**config.mk**
```make
export PLATFORM = sky130hd
export DESIGN_NAME = fir_out_capture
export DESIGN_NICKNAME = d
export VERILOG_FILES = /design/src/rtl/fir_capture_pkg.sv /design/src/rtl/fir_capture_fifo.sv /design/src/rtl/fir_out_capture.sv
export SDC_FILE = /design/constraint.sdc
export NUM_CORES = 1
export LEC_CHECK = 0
export CORE_AREA = 3 3 259 261
export DETAILED_ROUTE_END_ITERATION = 10
export DIE_AREA = 0 0 262 264
export HOLD_SLACK_MARGIN = 0.02
export PLACE_DENSITY_LB_ADDON = 0.05
export SYNTH_ARGS = -nofsm -noshare
export SYNTH_HDL_FRONTEND = slang
export SYNTH_SLANG_ARGS = --single-unit
```
**constraint.sdc**
```tcl
create_clock -name clk -period 6.1 [get_ports clk]
set_input_delay 1.83 -clock clk [delete_from_list [all_inputs] [get_ports clk]]
set_output_delay 1.83 -clock clk [all_outputs]
set_load 0.05 [all_outputs]
```
**src/rtl/fir_capture_pkg.sv**
```systemverilog
// Shared types and helpers for the FIR result capture block.
package fir_capture_pkg;

  typedef enum logic [1:0] {IDLE, RUN, DRAIN, DONE} cap_state_t;

  localparam int unsigned MAX_W = 64;

  // Offset-binary to two's complement: invert the MSB of a w-bit value.
  function automatic logic [MAX_W-1:0] offset_to_signed(input logic [MAX_W-1:0] d,
                                                        input int unsigned    w);
    return d ^ (MAX_W'(1) << (w - 1));
  endfunction

endpackage

```
**src/rtl/fir_capture_fifo.sv**
```systemverilog
// Frame FIFO with wrap-bit pointers and a registered head-of-queue read port.
module fir_capture_fifo #(
  parameter int unsigned DEPTH = 16,
  parameter int unsigned WIDTH = 32
) (
  input  logic             clk,
  input  logic             rst,
  input  logic             push,
  input  logic             pop,
  input  logic [WIDTH-1:0] wr_data,
  output logic             full,
  output logic             empty,
  output logic             one_left,
  output logic [WIDTH-1:0] rd_data
);

  localparam int unsigned AW = $clog2(DEPTH);
  localparam int unsigned PW = AW + 1;

  logic [PW-1:0]    wr_ptr_q, rd_ptr_q;
  logic [WIDTH-1:0] mem_q [DEPTH];
  logic [WIDTH-1:0] rd_data_q;
  logic [AW-1:0]    rd_nxt_idx;

  assign rd_nxt_idx = rd_ptr_q[AW-1:0] + AW'(1);
  assign empty      = (wr_ptr_q == rd_ptr_q);
  assign full       = (wr_ptr_q[AW] != rd_ptr_q[AW]) &&
                      (wr_ptr_q[AW-1:0] == rd_ptr_q[AW-1:0]);
  assign one_left   = ((wr_ptr_q - rd_ptr_q) == PW'(1));
  assign rd_data    = rd_data_q;

  // Head register: bypass the write when the queue is (or is becoming) empty.
  always_ff @(posedge clk or posedge rst) begin
    if (rst) begin
      wr_ptr_q  <= '0;
      rd_ptr_q  <= '0;
      rd_data_q <= '0;
    end else begin
      if (push) wr_ptr_q <= wr_ptr_q + PW'(1);
      if (pop)  rd_ptr_q <= rd_ptr_q + PW'(1);
      if (push && (empty || (pop && one_left))) rd_data_q <= wr_data;
      else if (pop)                             rd_data_q <= mem_q[rd_nxt_idx];
    end
  end

  always_ff @(posedge clk) begin
    if (push) mem_q[wr_ptr_q[AW-1:0]] <= wr_data;
  end

endmodule

```
**src/rtl/fir_out_capture.sv**
```systemverilog
// Decimate, sign-convert, queue and serialise FIR result frames to a valid/ready sink.
// Optional FIR_CAPTURE_DROPCNT_EN adds a saturating drop_cnt output.
module fir_out_capture
  import fir_capture_pkg::*;
#(
  parameter int unsigned N_CH      = 1,
  parameter int unsigned OUT_WIDTH = 32,
  parameter int unsigned OSR       = 1,
  parameter int unsigned DEPTH     = 16,
  parameter int unsigned LENGTH    = 24000
) (
  input  logic                                      clk,
  input  logic                                      rst,
  input  logic                                      in_valid,
  input  logic [N_CH*OUT_WIDTH-1:0]                 in_data,
  output logic [OUT_WIDTH-1:0]                      out_data,
  output logic [((N_CH > 1) ? $clog2(N_CH) : 1)-1:0] out_ch,
  output logic                                      out_last,
  output logic                                      out_valid,
  input  logic                                      out_ready,
  output logic                                      overflow,
  output logic                                      done
`ifdef FIR_CAPTURE_DROPCNT_EN
  , output logic [15:0]                             drop_cnt
`endif
);

  localparam int unsigned FW    = N_CH * OUT_WIDTH;
  localparam int unsigned CH_W  = (N_CH > 1) ? $clog2(N_CH) : 1;
  localparam int unsigned PH_W  = (OSR > 1) ? $clog2(OSR) : 1;
  localparam int unsigned CNT_W = (LENGTH > 1) ? $clog2(LENGTH + 1) : 1;

  cap_state_t       state_q, state_d;
  logic [PH_W-1:0]  phase_q, phase_d;
  logic [CNT_W-1:0] cnt_q, cnt_d;
  logic [CH_W-1:0]  ch_q, ch_d;
  logic             overflow_q, overflow_d;
  logic             done_q, done_d;
`ifdef FIR_CAPTURE_DROPCNT_EN
  logic [15:0]      drop_q, drop_d;
`endif

  logic [FW-1:0] conv, rd_data;
  logic fifo_full, fifo_empty, fifo_one_left;
  logic accept, kept, push, pop, xfer;

  always_comb begin
    conv = '0;
    for (int unsigned c = 0; c < N_CH; c++)
      conv[c*OUT_WIDTH +: OUT_WIDTH] =
        OUT_WIDTH'(offset_to_signed(MAX_W'(in_data[c*OUT_WIDTH +: OUT_WIDTH]), OUT_WIDTH));
  end

  fir_capture_fifo #(.DEPTH(DEPTH), .WIDTH(FW)) u_fifo (
    .clk      (clk),
    .rst      (rst),
    .push     (push),
    .pop      (pop),
    .wr_data  (conv),
    .full     (fifo_full),
    .empty    (fifo_empty),
    .one_left (fifo_one_left),
    .rd_data  (rd_data)
  );

  always_comb begin
    out_data = '0;
    for (int unsigned c = 0; c < N_CH; c++)
      if (ch_q == CH_W'(c)) out_data = rd_data[c*OUT_WIDTH +: OUT_WIDTH];
  end

  assign out_valid = ~fifo_empty;
  assign out_ch    = ch_q;
  assign out_last  = out_valid && (ch_q == CH_W'(N_CH - 1));
  assign xfer      = out_valid && out_ready;
  assign pop       = xfer && out_last;
  assign accept    = in_valid && ((state_q == IDLE) || (state_q == RUN));
  assign kept      = accept && (phase_q == '0);
  // A frame may enter a full FIFO only when the head frame leaves on this edge.
  assign push      = kept && (!fifo_full || pop);
  assign overflow  = overflow_q;
  assign done      = done_q;
`ifdef FIR_CAPTURE_DROPCNT_EN
  assign drop_cnt  = drop_q;
`endif

  always_comb begin
    state_d    = state_q;
    phase_d    = phase_q;
    cnt_d      = cnt_q;
    ch_d       = ch_q;
    overflow_d = overflow_q;
`ifdef FIR_CAPTURE_DROPCNT_EN
    drop_d     = drop_q;
`endif
    if (accept) phase_d = (phase_q == PH_W'(OSR - 1)) ? '0 : phase_q + PH_W'(1);
    if (xfer)   ch_d    = out_last ? '0 : ch_q + CH_W'(1);
    if (push)   cnt_d   = cnt_q + CNT_W'(1);
    if (kept && !push) begin
      overflow_d = 1'b1;
`ifdef FIR_CAPTURE_DROPCNT_EN
      if (drop_q != 16'hFFFF) drop_d = drop_q + 16'd1;
`endif
    end
    case (state_q)
      IDLE:  if (in_valid) state_d = RUN;
      RUN:   ;
      DRAIN: if (fifo_empty || (pop && fifo_one_left)) state_d = DONE;
      DONE:  ;
      default: state_d = IDLE;
    endcase
    if (push && (LENGTH != 0) && (cnt_q == CNT_W'(LENGTH - 1))) state_d = DRAIN;
    done_d = (state_d == DONE);
  end

  always_ff @(posedge clk or posedge rst) begin
    if (rst) begin
      state_q    <= IDLE;
      phase_q    <= '0;
      cnt_q      <= '0;
      ch_q       <= '0;
      overflow_q <= 1'b0;
      done_q     <= 1'b0;
`ifdef FIR_CAPTURE_DROPCNT_EN
      drop_q     <= '0;
`endif
    end else begin
      state_q    <= state_d;
      phase_q    <= phase_d;
      cnt_q      <= cnt_d;
      ch_q       <= ch_d;
      overflow_q <= overflow_d;
      done_q     <= done_d;
`ifdef FIR_CAPTURE_DROPCNT_EN
      drop_q     <= drop_d;
`endif
    end
  end

endmodule
```
Word-level counts from Yosys, hierarchy flattened
Memory sizes are Yosys's and may differ from the RTL's.
Index checks and enable logic that the tools add are counted.

storage, ports and cells
  memory bits (writable) = 512
  memories = 1
  output and inout bits = 37
  register bits after elaboration = 63
  bits of input ports = 36
  logic and storage cells = 58

memory list
  memory        words  width  read ports  clocked after Yosys merged registers in  wr ports  line                    RTL
  u_fifo.mem_q  16     32     1           0                                        1         fir_capture_fifo.sv:21  logic [WIDTH-1:0] mem_q [DEPTH];

cells by class
  eq/ne operators = 8
  add/sub/neg operators = 7
  bitwise logic cells = 4
  reduce and logical (&&, ||, !) cells = 18
  muxes and demuxes = 11

operators by type and width
  operator                                                         number
  32-bit two-way mux                                               3
  15-bit by 1-bit adder with 15-bit output, second input constant  1
  15-bit == test, second input constant                            1
  1-bit logical AND                                                11
  5-bit by 1-bit adder with 5-bit output, second input constant    2
  2-bit two-way mux                                                3
  5-bit by 1-bit == test with 1-bit output, second input constant  1
  5-bit == test                                                    1
  5-bit subtractor                                                 1
  4-bit by 1-bit adder with 4-bit output, second input constant    1
  2-bit == test, second input constant                             2
  4-bit == test                                                    1
  1-bit two-way mux                                                4
  1-bit NOT                                                        4
  2-bit one-hot mux with 2 select lines                            1
  1-bit logical OR                                                 3
  1-bit adder, second input constant                               2
  2-bit by 1-bit == test with 1-bit output, second input constant  1
  1-bit zero test                                                  2
  2-bit zero test                                                  1
  2-bit nonzero test                                               1
  1-bit != test                                                    1

Longest topological paths before layout
  depth in word-level cells = 10
  depth in mapped cells = 12
  depth with buffers taken out = 9

Hierarchy
Synthesis repeated with hierarchy kept, for this count alone.

second synthesis, totals
  cells, all modules = 1,084
  area total of the unflattened synthesis = 22,750.6 um^2

modules (own cells, without submodules)
  module            cells each  sequential area each (um^2)  instances  area an instance (um^2)
  fir_capture_fifo  972         16,425.8                     1          21,592.0
  fir_out_capture   112         500.5                        1          1,158.6

Worst setup path after synthesis
OpenSTA, ideal clock, no wires.

  kind = input-to-reg
  from = in out_ready
  to = mem u_fifo.mem_q[0][0] (enable)
  buffers on the path = 1
  path slack = 0.714 ns
  arrival = 4.925 ns
  stages = 5
  required time = 5.639 ns
  cells stage by stage = nand2b_1 -> a31oi_4 -> clkbuf_1 -> nand2_1 -> nor3_1

between the ends
  cells in the longest elaborated chain, start to end = 6

ends and longest elaborated chain
  element                                  line                    RTL
  start, declared                          fir_out_capture.sv:20   input logic out_ready,
  1-bit logical AND                        fir_out_capture.sv:75   assign xfer = out_valid && out_ready;
  1-bit logical AND                        fir_out_capture.sv:76   assign pop = xfer && out_last;
  1-bit logical OR                         fir_out_capture.sv:80   assign push = kept && (!fifo_full || pop);
  1-bit logical AND                        fir_out_capture.sv:80
  1-bit two-way mux                        fir_capture_fifo.sv:47  if (push) mem_q[wr_ptr_q[AW-1:0]] <= wr_data;
  1-bit two-way mux (not written as such)  fir_capture_fifo.sv:47
  end, declared                            fir_capture_fifo.sv:21

No other way between the ends.

Worst setup path after layout
  from = reg u_fifo.rd_ptr_q[0]
  to = out out_last

between the ends
  cells in the longest elaborated chain, start to end = 3

ends and longest elaborated chain
  element                 line                    RTL
  start, declared         fir_capture_fifo.sv:20  logic [PW-1:0] wr_ptr_q, rd_ptr_q;
  start signal, assigned  fir_capture_fifo.sv:40  if (pop) rd_ptr_q <= rd_ptr_q + PW'(1);
  5-bit == test           fir_capture_fifo.sv:26  assign empty = (wr_ptr_q == rd_ptr_q);
  1-bit NOT               fir_out_capture.sv:72   assign out_valid = ~fifo_empty;
  1-bit logical AND       fir_out_capture.sv:74   assign out_last = out_valid && (ch_q == CH_W'(N_CH - 1));
  end, declared           fir_out_capture.sv:18   output logic out_last,

No other way between the ends.

==> impl_metrics.env <==
export IMPL_cts_path_max_buffers=3
export IMPL_clock_skew_final_ns=0.01909
export IMPL_setup_tns_ns=0
export IMPL_setup_worst_path_class="flop to output port"
export IMPL_maxCapViolations=0
export IMPL_power_density_cell_area_nw_per_um2=529.6
export IMPL_cts_resized=0
export IMPL_syn_area_per_cell_um2=20.95
export IMPL_holdBufCountCts=0
export IMPL_tritoncts_buffer_count=67
export IMPL_drive_above_1_share_pct=25.76
export IMPL_postSynth_asyncResetShare_pct=10.80
export IMPL_worst_path_dominant_cell_family="buffers and inverters"
export IMPL_core_um2=64700
export IMPL_timing_critical_path_slowest_cell_delay_ns=0.84
export IMPL_ordered_cell_list_for_the_critical_path="ha_1 > and4_1 > a21oi_1 > clkdlybuf4s50_1"
export IMPL_h_tree_depth=3
export IMPL_grt_usage_pct=16.28
export IMPL_critical_path_arrival_ns=2.93
export IMPL_remaining_drc_errors=0
export IMPL_areaGrowthSynthToFinish_pct=18.28
export IMPL_finish_instance_area_um2=26910
export IMPL_start_util_pct=35.17
export IMPL_dominantRegCellSynth="edfxtp_1"
export IMPL_routed_wirelength_um=54620
export IMPL_timing_worst_slew_pin_value_ns=1.048
export IMPL_insertedDiodeCount=0
export IMPL_die_x_um=262
export IMPL_worst_path_buf_inv=1
export IMPL_timing_max_transition_violations_final=0
export IMPL_clk_pin_slew_worst_paths_ns=0.06
export IMPL_initial_antenna_violation_count=0
export IMPL_die_height_um=264
export IMPL_post_drt_via_cell_ratio=5.022
export IMPL_place_ws_ns=1.643
export IMPL_timing_critical_path_slowest_stage_cell="clkdlybuf4s50_1"
export IMPL_row_cnt=93
export IMPL_dr_total_vias=10610
export IMPL_final_hold_viol_count=0
export IMPL_max_freq_ghz=0.2101
export IMPL_first_global_vias=11610
export IMPL_synth_seq_cells=574
export IMPL_instances_no_fill=2113
export IMPL_overflow=0
export IMPL_clock_insertion_delay_worst_skew_ns=0.59
export IMPL_port_buffers=72
export IMPL_worst_setup_start_kind="flop"
export IMPL_outcome="complete, no violations"
export IMPL_drt_first_iter_violations=611
export IMPL_maximum_number_of_pins_on_one_net_before_global_route_repair=51
export IMPL_pin_count=73
export IMPL_worst_endpoint_required_ns=4.27
export IMPL_synth_seq_area_share_pct=74.39
export IMPL_fp_dieArea_um2=69170
export IMPL_syn_cell_area_um2=22750
export IMPL_first_pass_grt_wire_length_um=81470
export IMPL_clock_sinks=574
export IMPL_yosys_warnings=0
export IMPL_fin_crit_ns=4.760
export IMPL_dpl_cell_area_um2=24730
export IMPL_cts_root_buffer_cell="clkbuf_16"
export IMPL_drtPass1Iterations=4
export IMPL_hpwl_reported_at_the_end_of_detailed_placement_um=31740
export IMPL_netlist_instances=1086
export IMPL_postCtsSetupBuffers=0
export IMPL_holdWs_ns=0.4724
export IMPL_wl_per_cell_um=25.85
export IMPL_number_of_failing_setup_endpoints_in_the_final_timing_report=0
export IMPL_vdd_ir_drop_worst_uv=244.1
export IMPL_design_final_nets=1252
export IMPL_timing_final_ws_setup_ns=1.340
export IMPL_synth_edf_count=512
export IMPL_slew_headroom_pct=29.89
export IMPL_placed_cells=1991
export IMPL_unrepaired_setup_endpoints_after_global_routing="false"
export IMPL_hold_path_class="flop to flop"
export IMPL_p_leak_nw=9.019
export IMPL_cp_capture_type="output port"
export IMPL_synth_lib_cells_used_distinct=45
export IMPL_place_gp_congestion=0.6974
export IMPL_final_period_utilization_pct=78.03
export IMPL_postRouteAntennaNets=0
export IMPL_tritoncts="yes"
export IMPL_largest_fanout_of_any_net_on_the_critical_path=17
export IMPL_syn_num_nets=1133
-- layer usage --
layer	GRT usage [%]	part of all wire (%)	up-vias
met3	2.799	2.7	79
li1	-	-	4684
met2	27.78	51	147
met1	21.71	44	5701
met5	0	0	-
met4	3.919	1.9	0
-- final cells by class --
cell class              count  area, um2
clock buffers              94       1943
clock inverters            28      236.5
fillers                  5805      37780
inverters                  11      42.54
multi-input cells         445       5652
flip-flops and latches    574      16930
well taps                 855       1070
repair buffers            106       1039
-- Yosys cell counts, drive strengths merged, types with 5 or more instances --
| cell type | number | area [um2] |
|---|---|---|
| mux2i | 65 | 650.6 |
| xor2 | 9 | 86.34 |
| inv | 11 | 41.29 |
| nand3 | 7 | 47.55 |
| nand4 | 6 | 37.54 |
| nor2b | 35 | 219.0 |
| mux2 | 32 | 469.2 |
| nand2 | 47 | 178.9 |
| ha | 10 | 125.1 |
| buf | 32 | 182.7 |
| o221ai | 31 | 271.5 |
| clkbuf | 24 | 90.09 |
| nor2 | 16 | 60.06 |
| edfxtp | 512 | 15370 |
| nand2b | 5 | 31.28 |
| xnor2 | 18 | 165.2 |
| dfrtp | 62 | 1551 |
| mux4 | 128 | 2883 |
| nor3 | 7 | 40.04 |
-- kinds of logic after synthesis --
group / count (synthesis) / synth area share (%)
AND/OR/NAND/NOR: 134 / 3.091
buffers and inverters: 67 / 1.380
XOR/XNOR: 27 / 1.105
flip-flops: 574 / 74.39
multiplexers: 225 / 17.59
AO/OA/AOI/OAI: 48 / 1.804
adder cells (fa/ha/maj): 11 / 0.6379
-- cells in the final DEF (no fill, tap or decap), types with 8 or more instances in the layout --
cell type	instances
mux4_2	128
clkbuf_1	15
o221ai_1	31
mux2_4	29
edfxtp_1	512
mux2i_1	65
clkbuf_16	71
nor2b_1	35
nor2_4	12
buf_4	29
inv_1	10
xnor2_1	17
clkinv_2	12
clkinv_1	10
dfrtp_1	60
clkbuf_8	8
clkdlybuf4s50_1	72
xor2_1	8
nand2_1	44
ha_1	9
-- report_power, final --
part / internal, mW / switching (mW) / leakage, nW
clock network: 2.39 / 1.55 / 1.07
logic: 2.35 / 2.90 / 2.56
registers: 4.82 / 0.251 / 5.39
-- state kept, by name (all words and copies together), names as in the netlist --
| signal | flops |
|---|---|
| overflow | 1 |
| out_ch | 1 |
| u_fifo.wr_ptr_q | 5 |
| u_fifo.mem_q | 512 |
| state_q | 2 |
| u_fifo.rd_data | 32 |
| done | 1 |
| u_fifo.rd_ptr_q | 5 |
| cnt_q | 15 |
-- path summary, 6_finish.rpt --
check,cells past startpoint,endpoint,startpoint,slack (ns)
setup / recovery,4,out_last,u_fifo.rd_ptr_q[0]$_DFFE_PP0P_,1.34
hold / removal,1,cnt_q[5]$_DFFE_PP0P_,cnt_q[5]$_DFFE_PP0P_,0.47
setup reg to reg,6,u_fifo.rd_data[27]$_DFFE_PP0P_,u_fifo.rd_ptr_q[0]$_DFFE_PP0P_,2.14
hold reg to reg,1,cnt_q[5]$_DFFE_PP0P_,cnt_q[5]$_DFFE_PP0P_,0.47
max in group asynchronous,3,u_fifo.rd_ptr_q[0]$_DFFE_PP0P_,rst,3.39
min in group asynchronous,2,u_fifo.rd_data[20]$_DFFE_PP0P_,rst,1.59
-- through the flow --
step	power [mW]	utilization, %
global route	15.00	41.60
detailed placement	10.59	38.23
finish	14.25	41.60
floorplan	8.818	-
CTS	14.58	41.60
global placement	10.57	38.23
Power figures use the tool's default switching activity.
